<file path="src/rtl/etapa_fetch_if.sv">
// Fetch-stage bus: instruction-memory port, branch redirect from execute,
// and the valid/ready handshake towards decode, plus buffer occupancy.
//
// Handshake: an entry moves from fetch to decode in a cycle exactly when
// dec_valid and dec_ready are both high at the rising edge of clk and no
// redirect is requested. dec_valid/dec_instr/dec_pc4 are driven from
// registers only and stay stable until that transfer happens. dec_ready
// may depend on anything and is ignored while dec_valid is low.
interface etapa_fetch_if;
    logic [31:0] imem_adr;
    logic [31:0] imem_instr;
    logic        br_taken;
    logic [31:0] br_target;
    logic        dec_valid;
    logic        dec_ready;
    logic [31:0] dec_instr;
    logic [31:0] dec_pc4;
    logic [1:0]  occ;

    // Fetch stage side
    modport master (
        output imem_adr,
        output dec_valid,
        output dec_instr,
        output dec_pc4,
        output occ,
        input  imem_instr,
        input  br_taken,
        input  br_target,
        input  dec_ready
    );

    // Environment side: memory, execute and decode
    modport slave (
        input  imem_adr,
        input  dec_valid,
        input  dec_instr,
        input  dec_pc4,
        input  occ,
        output imem_instr,
        output br_taken,
        output br_target,
        output dec_ready
    );
endinterface

</file>
<file path="src/rtl/etapa_fetch.sv">
// Instruction fetch stage: a PC register drives the instruction memory and
// every fetched word is stored with its PC+4 in a two-entry buffer that
// feeds decode. A taken branch flushes the buffer and redirects the PC.
// The buffer decouples decode from the memory, so dec_* never depends
// combinationally on imem_instr.
module etapa_fetch #(
    parameter logic [31:0] RESET_PC = 32'h00000000,
    parameter int unsigned DEPTH    = 2
) (
    input logic          clk,
    input logic          rst,
    etapa_fetch_if.master fetch
);

    // DEPTH is fixed at 2, so a single pointer bit addresses the buffer
    // and a two-bit count covers 0..2.
    localparam logic [1:0] FULL_OCC = 2'(DEPTH);

    // Architectural state
    logic [31:0] pc_q, pc_d;
    logic        wr_ptr_q, wr_ptr_d;
    logic        rd_ptr_q, rd_ptr_d;
    logic [1:0]  occ_q, occ_d;
    logic [31:0] buf_instr_q [DEPTH];
    logic [31:0] buf_pc4_q   [DEPTH];

    // Per-cycle events
    logic        push;
    logic        pop;
    logic        not_empty;
    logic [31:0] pc_plus4;
    logic [31:0] redirect_pc;

    // The two lowest target bits are dropped: fetch is word aligned.
    logic unused_tgt_lsbs;
    assign unused_tgt_lsbs = ^fetch.br_target[1:0];

    assign not_empty   = (occ_q != 2'd0);
    assign pc_plus4    = pc_q + 32'd4;
    assign redirect_pc = {fetch.br_target[31:2], 2'b00};

    // Transfer decisions: a redirect suppresses both push and pop; a full
    // buffer can still accept a word when the head leaves the same cycle.
    always_comb begin
        pop  = 1'b0;
        push = 1'b0;
        if (!fetch.br_taken) begin
            pop  = not_empty && fetch.dec_ready;
            push = (occ_q != FULL_OCC) || pop;
        end
    end

    // Next-state for PC, pointers and occupancy; redirect wins over all.
    always_comb begin
        pc_d     = pc_q;
        wr_ptr_d = wr_ptr_q;
        rd_ptr_d = rd_ptr_q;
        occ_d    = occ_q;
        if (fetch.br_taken) begin
            pc_d     = redirect_pc;
            wr_ptr_d = 1'b0;
            rd_ptr_d = 1'b0;
            occ_d    = 2'd0;
        end else begin
            if (push) begin
                pc_d     = pc_plus4;
                wr_ptr_d = ~wr_ptr_q;
            end
            if (pop) begin
                rd_ptr_d = ~rd_ptr_q;
            end
            occ_d = occ_q + {1'b0, push} - {1'b0, pop};
        end
    end

    // Control register update; reset overrides redirect and handshakes.
    always_ff @(posedge clk) begin
        if (rst) begin
            pc_q     <= RESET_PC;
            wr_ptr_q <= 1'b0;
            rd_ptr_q <= 1'b0;
            occ_q    <= 2'd0;
        end else begin
            pc_q     <= pc_d;
            wr_ptr_q <= wr_ptr_d;
            rd_ptr_q <= rd_ptr_d;
            occ_q    <= occ_d;
        end
    end

    // Buffer storage: write {PC+4, instruction} at the tail on push.
    always_ff @(posedge clk) begin
        if (rst) begin
            for (int i = 0; i < int'(DEPTH); i++) begin
                buf_instr_q[i] <= 32'h0;
                buf_pc4_q[i]   <= 32'h0;
            end
        end else if (push) begin
            buf_instr_q[wr_ptr_q] <= fetch.imem_instr;
            buf_pc4_q[wr_ptr_q]   <= pc_plus4;
        end
    end

    // Outputs: head entry when non-empty, zeros otherwise.
    always_comb begin
        fetch.imem_adr  = pc_q;
        fetch.occ       = occ_q;
        fetch.dec_valid = not_empty;
        fetch.dec_instr = 32'h0;
        fetch.dec_pc4   = 32'h0;
        if (not_empty) begin
            fetch.dec_instr = buf_instr_q[rd_ptr_q];
            fetch.dec_pc4   = buf_pc4_q[rd_ptr_q];
        end
    end

endmodule

</file>
<file path="src/flat_wrapper.sv">
// flat-port wrapper written by rule: the top's interface ports become plain ports
module etapa_fetch_flat 
#(
    parameter logic [31:0] RESET_PC = 32'h00000000,
    parameter int unsigned DEPTH    = 2
)
  (clk, rst, fetch_imem_adr, fetch_dec_valid, fetch_dec_instr, fetch_dec_pc4, fetch_occ, fetch_imem_instr, fetch_br_taken, fetch_br_target, fetch_dec_ready);
  etapa_fetch_if fetch_i ();
  input logic clk;
  input logic rst;
  output wire logic [$bits(fetch_i.imem_adr)-1:0] fetch_imem_adr;
  output wire logic [$bits(fetch_i.dec_valid)-1:0] fetch_dec_valid;
  output wire logic [$bits(fetch_i.dec_instr)-1:0] fetch_dec_instr;
  output wire logic [$bits(fetch_i.dec_pc4)-1:0] fetch_dec_pc4;
  output wire logic [$bits(fetch_i.occ)-1:0] fetch_occ;
  input wire logic [$bits(fetch_i.imem_instr)-1:0] fetch_imem_instr;
  input wire logic [$bits(fetch_i.br_taken)-1:0] fetch_br_taken;
  input wire logic [$bits(fetch_i.br_target)-1:0] fetch_br_target;
  input wire logic [$bits(fetch_i.dec_ready)-1:0] fetch_dec_ready;
  assign fetch_imem_adr = fetch_i.imem_adr;
  assign fetch_dec_valid = fetch_i.dec_valid;
  assign fetch_dec_instr = fetch_i.dec_instr;
  assign fetch_dec_pc4 = fetch_i.dec_pc4;
  assign fetch_occ = fetch_i.occ;
  assign fetch_i.imem_instr = fetch_imem_instr;
  assign fetch_i.br_taken = fetch_br_taken;
  assign fetch_i.br_target = fetch_br_target;
  assign fetch_i.dec_ready = fetch_dec_ready;
  etapa_fetch #(.RESET_PC(RESET_PC), .DEPTH(DEPTH)) u_core (.clk(clk), .rst(rst), .fetch(fetch_i));
endmodule
</file>
<file path="config.mk">
export PLATFORM = sky130hd
export DESIGN_NAME = etapa_fetch_flat
export DESIGN_NICKNAME = d
export VERILOG_FILES = /design/src/rtl/etapa_fetch_if.sv /design/src/rtl/etapa_fetch.sv /design/src/flat_wrapper.sv
export SDC_FILE = /design/constraint.sdc
export NUM_CORES = 1
export LEC_CHECK = 0
export CORE_MARGIN = 8
export CORE_UTILIZATION = 30
export CTS_BUF_LIST = sky130_fd_sc_hd__clkbuf_4
export DETAILED_ROUTE_END_ITERATION = 8
export PLACE_DENSITY = 0.62
export SLEW_MARGIN = 10
export SYNTH_ARGS = -nofsm -noshare
export SYNTH_HDL_FRONTEND = slang
export SYNTH_SLANG_ARGS = --single-unit
</file>
<file path="constraint.sdc">
create_clock -name clk -period 7.4 [get_ports clk]
set_input_delay 0.74 -clock clk [delete_from_list [all_inputs] [get_ports clk]]
set_output_delay 0.74 -clock clk [all_outputs]
set_load 0.01 [all_outputs]
</file>
==> impl_results.html <==
<table>
<tr><th>Metric</th><th>Value</th></tr>
<tr><th colspan="2">Run</th></tr>
<tr><td>Count of max-cap constraint violations</td><td>0</td></tr>
<tr><th colspan="2">Critical path</th></tr>
<tr><td>WP data required</td><td>6.66 ns</td></tr>
<tr><td>Delay of the slowest cell on the worst path</td><td>0.70 ns</td></tr>
<tr><td>Worst setup SP type</td><td>flop</td></tr>
<tr><td>Largest delay share family, worst path</td><td>buffers and inverters</td></tr>
<tr><td>Logic depth of the worst path, buffers included</td><td>4</td></tr>
<tr><td>Reg2Reg Launch Point</td><td>u_core.fetch.occ[1]$_SDFF_PP0_</td></tr>
<tr><td>Worst reg2reg path endpoint</td><td>u_core.buf_instr_q[0][10]$_SDFFCE_PN0P_</td></tr>
<tr><td>Worst-case reg-to-reg path depth</td><td>4</td></tr>
<tr><td>Crit-path max FO</td><td>34</td></tr>
<tr><td>Worst setup EP type</td><td>primary output</td></tr>
<tr><td>Worst setup path end</td><td>fetch_dec_instr[15]</td></tr>
<tr><td>Critical-path top delay cell</td><td>dfxtp_4</td></tr>
<tr><td>Worst-case register-to-register setup slack</td><td>4.78 ns</td></tr>
<tr><td>Setup CP Type</td><td>reg -&gt; out</td></tr>
<tr><td>Buffers plus inverters on the worst setup path</td><td>2</td></tr>
<tr><td>Cell-by-cell trace of the critical path</td><td>buf_4, mux2i_1, nor2_1, clkdlybuf4s50_1</td></tr>
<tr><td>Arrival time at the worst endpoint</td><td>2.83 ns</td></tr>
<tr><th colspan="2">Finish</th></tr>
<tr><td>Cell area after layout</td><td>9912 um^2</td></tr>
<tr><td>Number of nets in the finished design</td><td>920</td></tr>
<tr><td>Layout Cells excl Fill</td><td>1194</td></tr>
<tr><td>Area grow syn2layout</td><td>28.83%</td></tr>
<tr><td>Fraction of final layout cells with drive strength greater than 1</td><td>6.373%</td></tr>
<tr><th colspan="2">Floorplan</th></tr>
<tr><td>Number of placement rows</td><td>58</td></tr>
<tr><td>Die ar.</td><td>31030 um^2</td></tr>
<tr><td>Initial Util</td><td>30.55%</td></tr>
<tr><td>Chip width</td><td>176.1 um</td></tr>
<tr><td>Io pins</td><td>167</td></tr>
<tr><td>Die Span Y</td><td>176.1 um</td></tr>
<tr><td>Floorplan Core Area</td><td>25180 um^2</td></tr>
<tr><th colspan="2">Timing</th></tr>
<tr><td>Total setup violations reported at the end of the flow</td><td>0</td></tr>
<tr><td>Highest clock rate</td><td>280.0 MHz</td></tr>
<tr><td>Total negative setup slack</td><td>0 ns</td></tr>
<tr><td>Actual slew at the worst max-slew pin</td><td>1.197 ns</td></tr>
<tr><td>Shortest clock period the worst path allows after layout</td><td>3.572 ns</td></tr>
<tr><td>Final Cycle Share</td><td>48.27%</td></tr>
<tr><td>Number of max-slew violations in the final report</td><td>0</td></tr>
<tr><td>Slew headroom</td><td>20.22%</td></tr>
<tr><td>RSZ-0062 raised after global routing</td><td>false</td></tr>
<tr><td>Hold violation total from the final report</td><td>0</td></tr>
<tr><td>Hold_ws</td><td>0.5249 ns</td></tr>
<tr><td>Worst Skew</td><td>0.02631 ns</td></tr>
<tr><th colspan="2">Pwr</th></tr>
<tr><td>Pwr Density</td><td>182.9 nW/um^2</td></tr>
<tr><td>Seq pwr share</td><td>58.2%</td></tr>
<tr><td>Reported net switching power</td><td>0.4675 mW</td></tr>
<tr><td>Max IR drop VDD</td><td>69.26 uV</td></tr>
<tr><td>Clock network fraction of total power</td><td>28.9%</td></tr>
<tr><td>Total power of the final layout</td><td>1.813 mW</td></tr>
<tr><td>Proportion of total power due to net switching</td><td>25.79%</td></tr>
<tr><td>Combinational share of power</td><td>12.9%</td></tr>
<tr><td>Internal power of the cells</td><td>1.345 mW</td></tr>
<tr><td>Static Leakage</td><td>3.335 nW</td></tr>
<tr><th colspan="2">Drt</th></tr>
<tr><td>Vias</td><td>5456</td></tr>
<tr><td>Count of unresolved DRC violations after routing</td><td>0</td></tr>
<tr><td>Initial DRC Count</td><td>265</td></tr>
<tr><td>Routed len/inst</td><td>16.50 um</td></tr>
<tr><td>Wirelength, routed</td><td>19700 um</td></tr>
<tr><td>Drt via density</td><td>4.570</td></tr>
<tr><td>Number of detailed-routing iterations run before antenna repair</td><td>5</td></tr>
<tr><td>Detail Route Antenna Nets</td><td>0</td></tr>
<tr><th colspan="2">Placement</th></tr>
<tr><td>Port bufs</td><td>160</td></tr>
<tr><td>HPWL after detailed placement</td><td>13440 um</td></tr>
<tr><td>Placement-stage cell area</td><td>9630 um^2</td></tr>
<tr><td>Post-Place Cells</td><td>1161</td></tr>
<tr><td>Routability cong.</td><td>0.8186</td></tr>
<tr><th colspan="2">Global routing</th></tr>
<tr><td>Global-route wire length before repair</td><td>30880 um</td></tr>
<tr><td>Congestion Overflow GR</td><td>0</td></tr>
<tr><td>Vias in the first global route</td><td>5460</td></tr>
<tr><td>Initial antenna violation count</td><td>1</td></tr>
<tr><td>Pin count of the biggest net entering global routing</td><td>64</td></tr>
<tr><td>GRT Util Overall</td><td>12.74%</td></tr>
<tr><th colspan="2">Logic synthesis</th></tr>
<tr><td>Summed instance area of the synthesized netlist</td><td>7694 um^2</td></tr>
<tr><td>Number of distinct library cells after synthesis</td><td>36</td></tr>
<tr><td>Cell with the most instances after synthesis</td><td>nor2_1</td></tr>
<tr><td>Number of enable-type register cells in the synthesized netlist</td><td>124</td></tr>
<tr><td>Register bit count reported by yosys</td><td>159</td></tr>
<tr><td>Post-synthesis average cell area</td><td>10.87 um^2</td></tr>
<tr><td>Proportion of netlist area held by the largest area contributor</td><td>48.40%</td></tr>
<tr><td>Yosys top cell by area</td><td>edfxtp_1</td></tr>
<tr><td>List of most frequent post-synthesis cells</td><td>nor2_1, edfxtp_1, and2_1</td></tr>
<tr><td>Number of warning messages in the yosys log</td><td>0</td></tr>
<tr><td>Top flip-flop cell by instance count after synthesis</td><td>edfxtp_1</td></tr>
<tr><td>Sequential element share of the synthesized area</td><td>57.51%</td></tr>
<tr><td>Cells after Synth</td><td>708</td></tr>
<tr><td>Share of flip-flops with an asynchronous set or reset</td><td>0%</td></tr>
<tr><td>Largest cells by area after synthesis</td><td>edfxtp_1, dfxtp_1, mux2i_1</td></tr>
<tr><th colspan="2">Clocking</th></tr>
<tr><td>Clock insertion delay at the later pin of the skew report</td><td>0.53 ns</td></tr>
<tr><td>H-Tree Depth</td><td>4</td></tr>
<tr><td>Clock transition at the registers of the reported paths</td><td>0.14 ns</td></tr>
<tr><td>Buffer type at the clock tree root</td><td>clkbuf_4</td></tr>
<tr><td>Number of clock sinks seen by CTS</td><td>159</td></tr>
<tr><td>CTS Hold Bufs</td><td>0</td></tr>
<tr><td>CTS tree</td><td>done</td></tr>
<tr><td>Post-CTS sizing</td><td>0</td></tr>
<tr><td>Clock buffer count from CTS</td><td>17</td></tr>
<tr><td>Maximum root-to-sink buffer count</td><td>2</td></tr>
<tr><td>Number of buffers inserted to repair setup after CTS</td><td>0</td></tr>
<tr><th colspan="2">Run status</th></tr>
<tr><td>Run status</td><td>finished clean</td></tr>
<tr><th colspan="2">Hold path</th></tr>
<tr><td>Worst min-delay path category</td><td>reg -&gt; reg</td></tr>
</table>
[layout by cell type (no fill, tap or decap), drive strengths merged]
cell           synthesis  final
clkdlybuf4s50          0    160
nor2                 158    158
edfxtp               124    124
and2                  67     67
mux2i                 65     65
xor2                  39     39
dfxtp                 35     35
nand2                 34     34
nand3                 20     20
clkbuf                43     19
xnor2                 18     18
nand4                 17     17
a211oi                16     16
buf                    9     12
a21oi                 11     11
nor3                  10     10
inv                    4      9
and4                   6      6
and3                   6      6
nor4                   6      6
clkinv                 0      6
o21ai                  4      4
or3                    4      4
conb                   1      4
a311oi                 2      2
ha                     2      2
bufinv                 0      2
diode                  0      1
or3b                   1      1
nor3b                  1      1
o31ai                  1      1
nand4b                 1      1
or4                    1      1
o22ai                  1      1
a21boi                 1      1
[worst register-to-register path: stages (launching register included)]
cell and delay, ns:
dfxtp_1 0.40, nor3b_2 0.18, buf_4 0.21, o31ai_4 0.97, buf_4 0.51
[area by class of cell]
class / instances / area (um^2)
Fill cell: 2446 / 15270
Sequential cell: 159 / 4428
Multi-Input combinational cell: 496 / 3083
Timing Repair Buffer: 172 / 1692
Tap cell: 330 / 412.9
Clock buffer: 19 / 142.6
Clock inverter: 13 / 136.4
Inverter: 4 / 15.01
Antenna cell: 1 / 2.502
[through the flow]
step                      worst slack, ns  utilization (%)
after floorplan                     1.194                -
after global placement              3.874            38.24
after detailed placement            3.862            38.24
after CTS                           3.636            39.35
after global routing                3.540            39.36
final                               3.828            39.36
[state kept, by name, summed over array words and instances (netlist names), named ones only]
register	flops
u_core.fetch.imem_adr	30
u_core.buf_instr_q	64
u_core.fetch.occ	2
u_core.rd_ptr_q	1
u_core.buf_pc4_q	60
u_core.wr_ptr_q	1
[layer usage]
layer | vias to the layer above | global-route usage, % | share of wire [%]
li1 | 2734 | - | -
met1 | 2551 | 15.98 | 45
met2 | 157 | 20.64 | 47
met3 | 14 | 3.610 | 6.5
met4 | 0 | 4.557 | 1.5
met5 | - | 0 | 0
[power groups by stage]
stage | Sequential [mW] | Clock (mW) | Combinational, mW
finish | 1.05 | 0.524 | 0.234
global placement | 1.07 | 0 | 0.237
detailed placement | 1.08 | 0 | 0.239
CTS | 1.06 | 0.548 | 0.240
floorplan | 1.07 | 0 | 0.118
global route | 1.06 | 0.579 | 0.257
[kinds of logic after synthesis]
| logic type | count (synthesis) | share of synthesized area [%] |
|---|---|---|
| AOI/OAI and AO/OA | 36 | 3.041 |
| xor gates and xnor gates | 57 | 6.489 |
| adders and majority gates | 2 | 0.3252 |
| buffers and inverters | 56 | 3.008 |
| DFF | 159 | 57.51 |
| muxes | 65 | 8.457 |
| other | 1 | 0.04874 |
| and+or+nand+nor | 332 | 21.13 |
[worst min-delay path by stage]
stage                            startpoint                            to  slack (ns)  depth (start not counted)
5_1_grt        u_core.rd_ptr_q$_SDFFE_PP0P_  u_core.rd_ptr_q$_SDFFE_PP0P_        0.57                          2
3_5_place_dp   u_core.rd_ptr_q$_SDFFE_PP0P_                          flop        0.49                          2
2_1_floorplan  u_core.rd_ptr_q$_SDFFE_PP0P_                          flop        0.47                          2
4_1_cts        u_core.rd_ptr_q$_SDFFE_PP0P_                          flop        0.53                          2
3_3_place_gp   u_core.rd_ptr_q$_SDFFE_PP0P_  u_core.rd_ptr_q$_SDFFE_PP0P_        0.49                          2
6_report       u_core.rd_ptr_q$_SDFFE_PP0P_                          flop        0.52                          2
(Power assumes the default switching activity.)
